### config.mk
export PLATFORM = sky130hd
export DESIGN_NAME = irq_controller
export DESIGN_NICKNAME = d
export VERILOG_FILES = /design/src/rtl/irq_pkg.sv /design/src/rtl/irq_prio_enc.sv /design/src/rtl/irq_controller.sv
export SDC_FILE = /design/constraint.sdc
export NUM_CORES = 1
export LEC_CHECK = 0
export ABC_AREA = 1
export CAP_MARGIN = 20
export CORE_MARGIN = 1
export CORE_UTILIZATION = 45
export CTS_BUF_LIST = sky130_fd_sc_hd__clkbuf_16
export CTS_CLUSTER_DIAMETER = 80
export DETAILED_ROUTE_END_ITERATION = 8
export PLACE_DENSITY_LB_ADDON = 0.15
export SLEW_MARGIN = 20
export SYNTH_ARGS = -nofsm -noshare
export SYNTH_HDL_FRONTEND = slang
export SYNTH_SLANG_ARGS = --single-unit
### constraint.sdc
create_clock -name clk -period 1.37 [get_ports clk]
set_clock_uncertainty 0.2 [all_clocks]
set_input_delay 0.274 -clock clk [delete_from_list [all_inputs] [get_ports clk]]
set_output_delay 0.274 -clock clk [all_outputs]
set_load 0.01 [all_outputs]
### src/rtl/irq_pkg.sv
// -----------------------------------------------------------------------------
// irq_pkg
// Shared definitions for the programmable interrupt controller.
//   NUM_SRC_DEF : default number of request lines (index 0 = highest priority)
//   ID_W_DEF    : default width of an interrupt number (clog2(NUM_SRC_DEF))
//   irq_state_t : presentation / service FSM state
// Optional feature macro used by the controller: IRQ_LEVEL_MODE_EN
// -----------------------------------------------------------------------------
package irq_pkg;

   localparam int NUM_SRC_DEF = 8;
   localparam int ID_W_DEF    = 3;

   // IDLE  : nothing presented, looking for an eligible source
   // REQ   : one number presented to the core, waiting for int_ack
   // INSVC : core is servicing, waiting for int_eoi (no nesting)
   typedef enum logic [1:0] {
      IDLE  = 2'd0,
      REQ   = 2'd1,
      INSVC = 2'd2
   } irq_state_t;

endpackage

### src/rtl/irq_prio_enc.sv
// -----------------------------------------------------------------------------
// irq_prio_enc
// Combinational fixed-priority encoder: the lowest set index wins.
// Ports:
//   i_req   [NUM_SRC-1:0] : request vector (already masked by the caller)
//   o_valid               : at least one bit of i_req is set
//   o_idx   [ID_W-1:0]    : index of the lowest set bit (0 when none set)
// -----------------------------------------------------------------------------
module irq_prio_enc
   import irq_pkg::*;
#(
   parameter int NUM_SRC = NUM_SRC_DEF,
   parameter int ID_W    = ID_W_DEF
) (
   input  logic [NUM_SRC-1:0] i_req,
   output logic               o_valid,
   output logic [ID_W-1:0]    o_idx
);

   always_comb begin
      o_valid = |i_req;
      o_idx   = '0;
      // Scan from the top down so the last (lowest) set index overwrites.
      for (int i = NUM_SRC - 1; i >= 0; i--) begin
         if (i_req[i]) begin
            o_idx = ID_W'(i);
         end
      end
   end

endmodule

### src/rtl/irq_controller.sv
// -----------------------------------------------------------------------------
// irq_controller
// Programmable interrupt controller in front of the core's interrupt inputs.
// Captures request lines into a pending register, applies a software mask and
// fixed priority (index 0 highest), presents one interrupt number at a time
// and tracks the ack / end-of-interrupt handshake so each service sees exactly
// one request.
//
// Ports:
//   clk        : clock, all state updates on the rising edge
//   rst        : synchronous active-high reset
//   int_req    : request lines (already in the clk domain)
//   mask_we    : mask register write strobe
//   mask_wdata : new mask value, bit=1 enables the source
//   int_ack    : core accepts the presented interrupt (pulse)
//   int_eoi    : core finished servicing the current interrupt (pulse)
//   int_o      : interrupt request to the core
//   int_num_o  : number of the presented / in-service source
//   pending_o  : pending register, for status reads
//   busy_o     : high while an interrupt is in service
//
// Configuration macro: IRQ_LEVEL_MODE_EN
//   defined     : level-sensitive sources, pending follows int_req each cycle
//                 and ack does not clear it.
//   not defined : rising-edge capture into a sticky pending register, cleared
//                 by the ack of that source.
// -----------------------------------------------------------------------------
module irq_controller
   import irq_pkg::*;
#(
   parameter int NUM_SRC = NUM_SRC_DEF,
   parameter int ID_W    = ID_W_DEF
) (
   input  logic               clk,
   input  logic               rst,
   input  logic [NUM_SRC-1:0] int_req,
   input  logic               mask_we,
   input  logic [NUM_SRC-1:0] mask_wdata,
   input  logic               int_ack,
   input  logic               int_eoi,
   output logic               int_o,
   output logic [ID_W-1:0]    int_num_o,
   output logic [NUM_SRC-1:0] pending_o,
   output logic               busy_o
);

   irq_state_t         r_state;
   logic               r_int;
   logic [ID_W-1:0]    r_int_num;
   logic               r_busy;
   logic [NUM_SRC-1:0] r_mask;
   logic [NUM_SRC-1:0] r_pending;

   logic [NUM_SRC-1:0] w_eligible;
   logic               w_win_valid;
   logic [ID_W-1:0]    w_win_idx;
   logic               w_ack_take;

   // An ack only counts while a number is actually presented.
   assign w_ack_take = (r_state == REQ) && int_ack;

   // Mask is the registered value, so an unmask write becomes effective on
   // the cycle after the write.
   assign w_eligible = r_pending & r_mask;

   irq_prio_enc #(
      .NUM_SRC (NUM_SRC),
      .ID_W    (ID_W)
   ) u_prio_enc (
      .i_req   (w_eligible),
      .o_valid (w_win_valid),
      .o_idx   (w_win_idx)
   );

   // -------------------------------------------------------------------------
   // Mask register
   // -------------------------------------------------------------------------
   always_ff @(posedge clk) begin
      if (rst) begin
         r_mask <= '1;
      end else if (mask_we) begin
         r_mask <= mask_wdata;
      end
   end

   // -------------------------------------------------------------------------
   // Pending capture
   // -------------------------------------------------------------------------
`ifdef IRQ_LEVEL_MODE_EN

   // Level mode: pending simply mirrors the lines; the source is responsible
   // for dropping its line before EOI or it is presented again.
   always_ff @(posedge clk) begin
      if (rst) begin
         r_pending <= '0;
      end else begin
         r_pending <= int_req;
      end
   end

`else

   logic [NUM_SRC-1:0] r_req_q;
   logic [NUM_SRC-1:0] w_edge;
   logic [NUM_SRC-1:0] w_clr;

   // r_req_q is cleared by reset, so a line held high through reset shows up
   // as a fresh edge on the first cycle afterwards.
   assign w_edge = int_req & ~r_req_q;

   // One-hot clear of the acknowledged source.
   for (genvar gi = 0; gi < NUM_SRC; gi++) begin : g_clr
      assign w_clr[gi] = w_ack_take && (r_int_num == ID_W'(gi));
   end

   always_ff @(posedge clk) begin
      if (rst) begin
         r_req_q   <= '0;
         r_pending <= '0;
      end else begin
         r_req_q   <= int_req;
         // Edge is OR-ed in after the clear so a coincident new edge wins.
         r_pending <= (r_pending & ~w_clr) | w_edge;
      end
   end

`endif

   // -------------------------------------------------------------------------
   // Presentation / service FSM with registered outputs
   // -------------------------------------------------------------------------
   always_ff @(posedge clk) begin
      if (rst) begin
         r_state   <= IDLE;
         r_int     <= 1'b0;
         r_int_num <= '0;
         r_busy    <= 1'b0;
      end else begin
         case (r_state)
            IDLE: begin
               if (w_win_valid) begin
                  r_int_num <= w_win_idx;
                  r_int     <= 1'b1;
                  r_state   <= REQ;
               end
            end
            REQ: begin
               // Number is frozen here: neither a higher-priority arrival nor
               // masking the presented source retracts the request.
               if (int_ack) begin
                  r_int   <= 1'b0;
                  r_busy  <= 1'b1;
                  r_state <= INSVC;
               end
            end
            INSVC: begin
               // int_num_o keeps naming the in-service source until the next
               // presentation.
               if (int_eoi) begin
                  r_busy  <= 1'b0;
                  r_state <= IDLE;
               end
            end
            default: begin
               r_state <= IDLE;
               r_int   <= 1'b0;
               r_busy  <= 1'b0;
            end
         endcase
      end
   end

   assign int_o     = r_int;
   assign int_num_o = r_int_num;
   assign pending_o = r_pending;
   assign busy_o    = r_busy;

endmodule

==> impl_metrics.csv <==
group,metric,value,unit
status,outcome,"finished, final reports clean",
grt,antenna_found_initial,0,
place,dp_hpwl,2.100,mm
sta,fin_ws,27.46,ps
die,rows,18,
critical_path,r2r_start,"r_mask[1]",
die,design.core.area,0.002455,sq mm
yosys,syn-instance-count,155,
cts,cts_buffers,5,
yosys,yosys_warnings,0,
cts,htreeDepth,2,
detailed_routing,detailedRoute.firstIterationViolations,26,
grt,grt_start_max_net_pins,14,
detailed_routing,drc_errors,0,
critical_path,crit_chain,"clkdlybuf4s15_2",
finish,syn_to_final_growth,60.28,%
cts,clkSinkCount,31,
sta,max-slew-margin-rel,0.8548,
pwr,p_leak,0.8701,nW
yosys,ys_seq_area_frac,0.5310,
die,dieHeight,52.96,um
hold_path,whs_path_depth,1,
die,die_area,0.002805,sq mm
detailed_routing,routed_wl,3.050,mm
sta,rsz0062_at_grt,"true",
yosys,synth-seq-cells,31,
yosys,synth_area,0.001169,sq mm
critical_path,slowest_delay,370,ps
cts,clk_pin_slew,50,ps
detailed_routing,wl_per_cell,12.82,um
critical_path,worstPathArrival,870,ps
grt,track_usage,0.2464,
cts,cts_buffer_depth,2,
yosys,synth_nets,176,
run,max-cap-violations,0,
yosys,synth_cell_type_count,16,
pwr,power_density,1414,mW/mm^2
critical_path,path_class,"flip-flop to primary output",
sta,hold_viol_final,0,
critical_path,critPathMaxFanout,3,
sta,finalCriticalPeriod,1343,ps
finish,layout_common_cells,"32 x nand2_1, 20 x dfxtp_1, 20 x clkdlybuf4s50_1, 18 x inv_1, 18 x nand3_1",
critical_path,r2r_cells,8,
cts,holdBufCountCts,0,
pwr,fin_total_pwr,2.649,mW
place,io_buffers,33,
critical_path,cp-end-kind,"primary output",
pwr,vdd_drop_max,1.497,mV
finish,drive_above_1_share,0.2981,
sta,slew_viol_final,0,
detailed_routing,ant_nets,0,
die,start_util,0.4760,
hold_path,min_path_type,"flip-flop to flip-flop",
yosys,synth.avg_cell_area,7.539,sq um
hold_path,min-delay-start,"r_req_q[6]",
critical_path,required,900,ps
finish,layout_commonest_cell,"nand2_1",
cts,root_buffer,"clkbuf_16",
grt,grt_pass1_wl,4.678,mm
finish,seqCellArea,636.9,sq um
detailed_routing,drt-vias-per-instance,5.147,
finish,layout.nets,228,
critical_path,cp-start-kind,"flip-flop",
detailed_routing,via_count,1225,
sta,worstMarginPinSlew,217.5,ps
finish,multi_input_area,536.8,sq um
detailed_routing,firstDrtPassIters,4,
die,pin_count,34,
critical_path,r2r-end,"int_o",
place,place.gp.congestion,0.9082,
sta,fmax,744.9,MHz
critical_path,path_delay_family,"flip-flops",
die,fp.dieW,52.96,um
grt,grt_pass1_vias,1085,
finish,antennaDiodeCount,0,
hold_path,holdPathEnd,"pending_o[6]",
finish,n_fill_cell,175,
cts,worstSkewPairLatency,270,ps
sta,setup_viol,0,
critical_path,r2r_slack,40,ps
critical_path,slowest_stage,"dfxtp_4",
critical_path,cp_num_buf_inv,1,
sta,timing.final.crit_share,0.9800,
place,pre_cts_ws,-329.5,ps
grt,grt_overflow,0,
cts,cts_tree,"built",
[metal layers]
layer,wire [um],global-route usage,share of wire
met2,1406,0.3650,0.46
met1,1438,0.2905,0.47
met4,47,0.1491,0.015
met3,158,0.1063,0.052
met5,0,0,0
[cell families (layout without fill, tap and decap cells)]
kind of cell / after synthesis / after routing / share of synthesized area
and+or+nand+nor: 71 / 71 / 0.2559
DFF: 31 / 31 / 0.5311
AOI/OAI and AO/OA: 30 / 30 / 0.1381
buffers and inverters: 23 / 76 / 0.07494
[registers in the layout, indices dropped and copies added (netlist names)]
register and count:
busy_o 1, int_num_o 3, int_o 1, pending_o 8, r_mask 8, r_req_q 8, r_state 2
[through the flow]
stage / hold slack [ps] / cells / instance area, sq um / TNS (ps) / util
after floorplan: 179.3 / 155 / 1169 / 0 / -
after global placement: 213.1 / 226 / 1619 / -3317 / 0.6595
after detailed placement: 217.7 / 226 / 1619 / -3735 / 0.6595
after CTS: 226.6 / 235 / 1783 / 0 / 0.7263
after global routing: 233.5 / 238 / 1873 / -153.3 / 0.7630
final: 222.1 / 238 / 1873 / 0 / 0.7630
[layout make-up]
type | instances | area share
clock buffers | 5 | 0.06680
multi-input cells | 101 | 0.2866
repair buffers | 48 | 0.2385
flip-flops and latches | 31 | 0.3400
inverters | 20 | 0.04142
clock inverters | 3 | 0.006680
well taps | 30 | 0.02004
[where the power goes]
group	internal (mW)	switching, mW
clock	0.653	0.357
combinational	0.282	0.293
sequential	0.997	0.0665
total	1.93	0.717
[how the worst max path moves through the flow]
stage / depth (start not counted) / slack (ps) / startpoint / to
CTS: 1 / 4 / pending_o[1] / pending_o[1]
finish: 1 / 30 / pending_o[2] / pending_o[2]
detailed placement: 6 / -330 / int_ack / pending_o[4]
floorplan: 9 / 90 / pending_o[6] / int_num_o[1]
global route: 8 / -70 / r_mask[1] / int_o
global placement: 6 / -280 / int_ack / pending_o[3]
[repair_timing]
item | in CTS | in global routing
setup endpoints to repair | 22 | 21
pin swaps | 4 | 9
buffers inserted | 1 | 3
resized for setup | 34 | 43
[cells in the mapped netlist]
library cell / number / area [sq um]
nor3_1: 1 / 5.000
o21ai_1: 1 / 5.000
o21ai_0: 14 / 70.07
clkbuf_1: 2 / 7.510
o22ai_1: 8 / 50.05
a21oi_1: 6 / 30.03
nand3_1: 18 / 90.09
a31oi_1: 1 / 6.260
dfxtp_1: 31 / 620.6
nand2_2: 2 / 12.51
nand2_1: 44 / 165.2
inv_1: 18 / 67.56
buf_2: 1 / 5.000
nor2_1: 5 / 18.77
nand3b_1: 1 / 7.510
inv_2: 2 / 7.510
No activity file was read; power rests on OpenSTA's default activity.
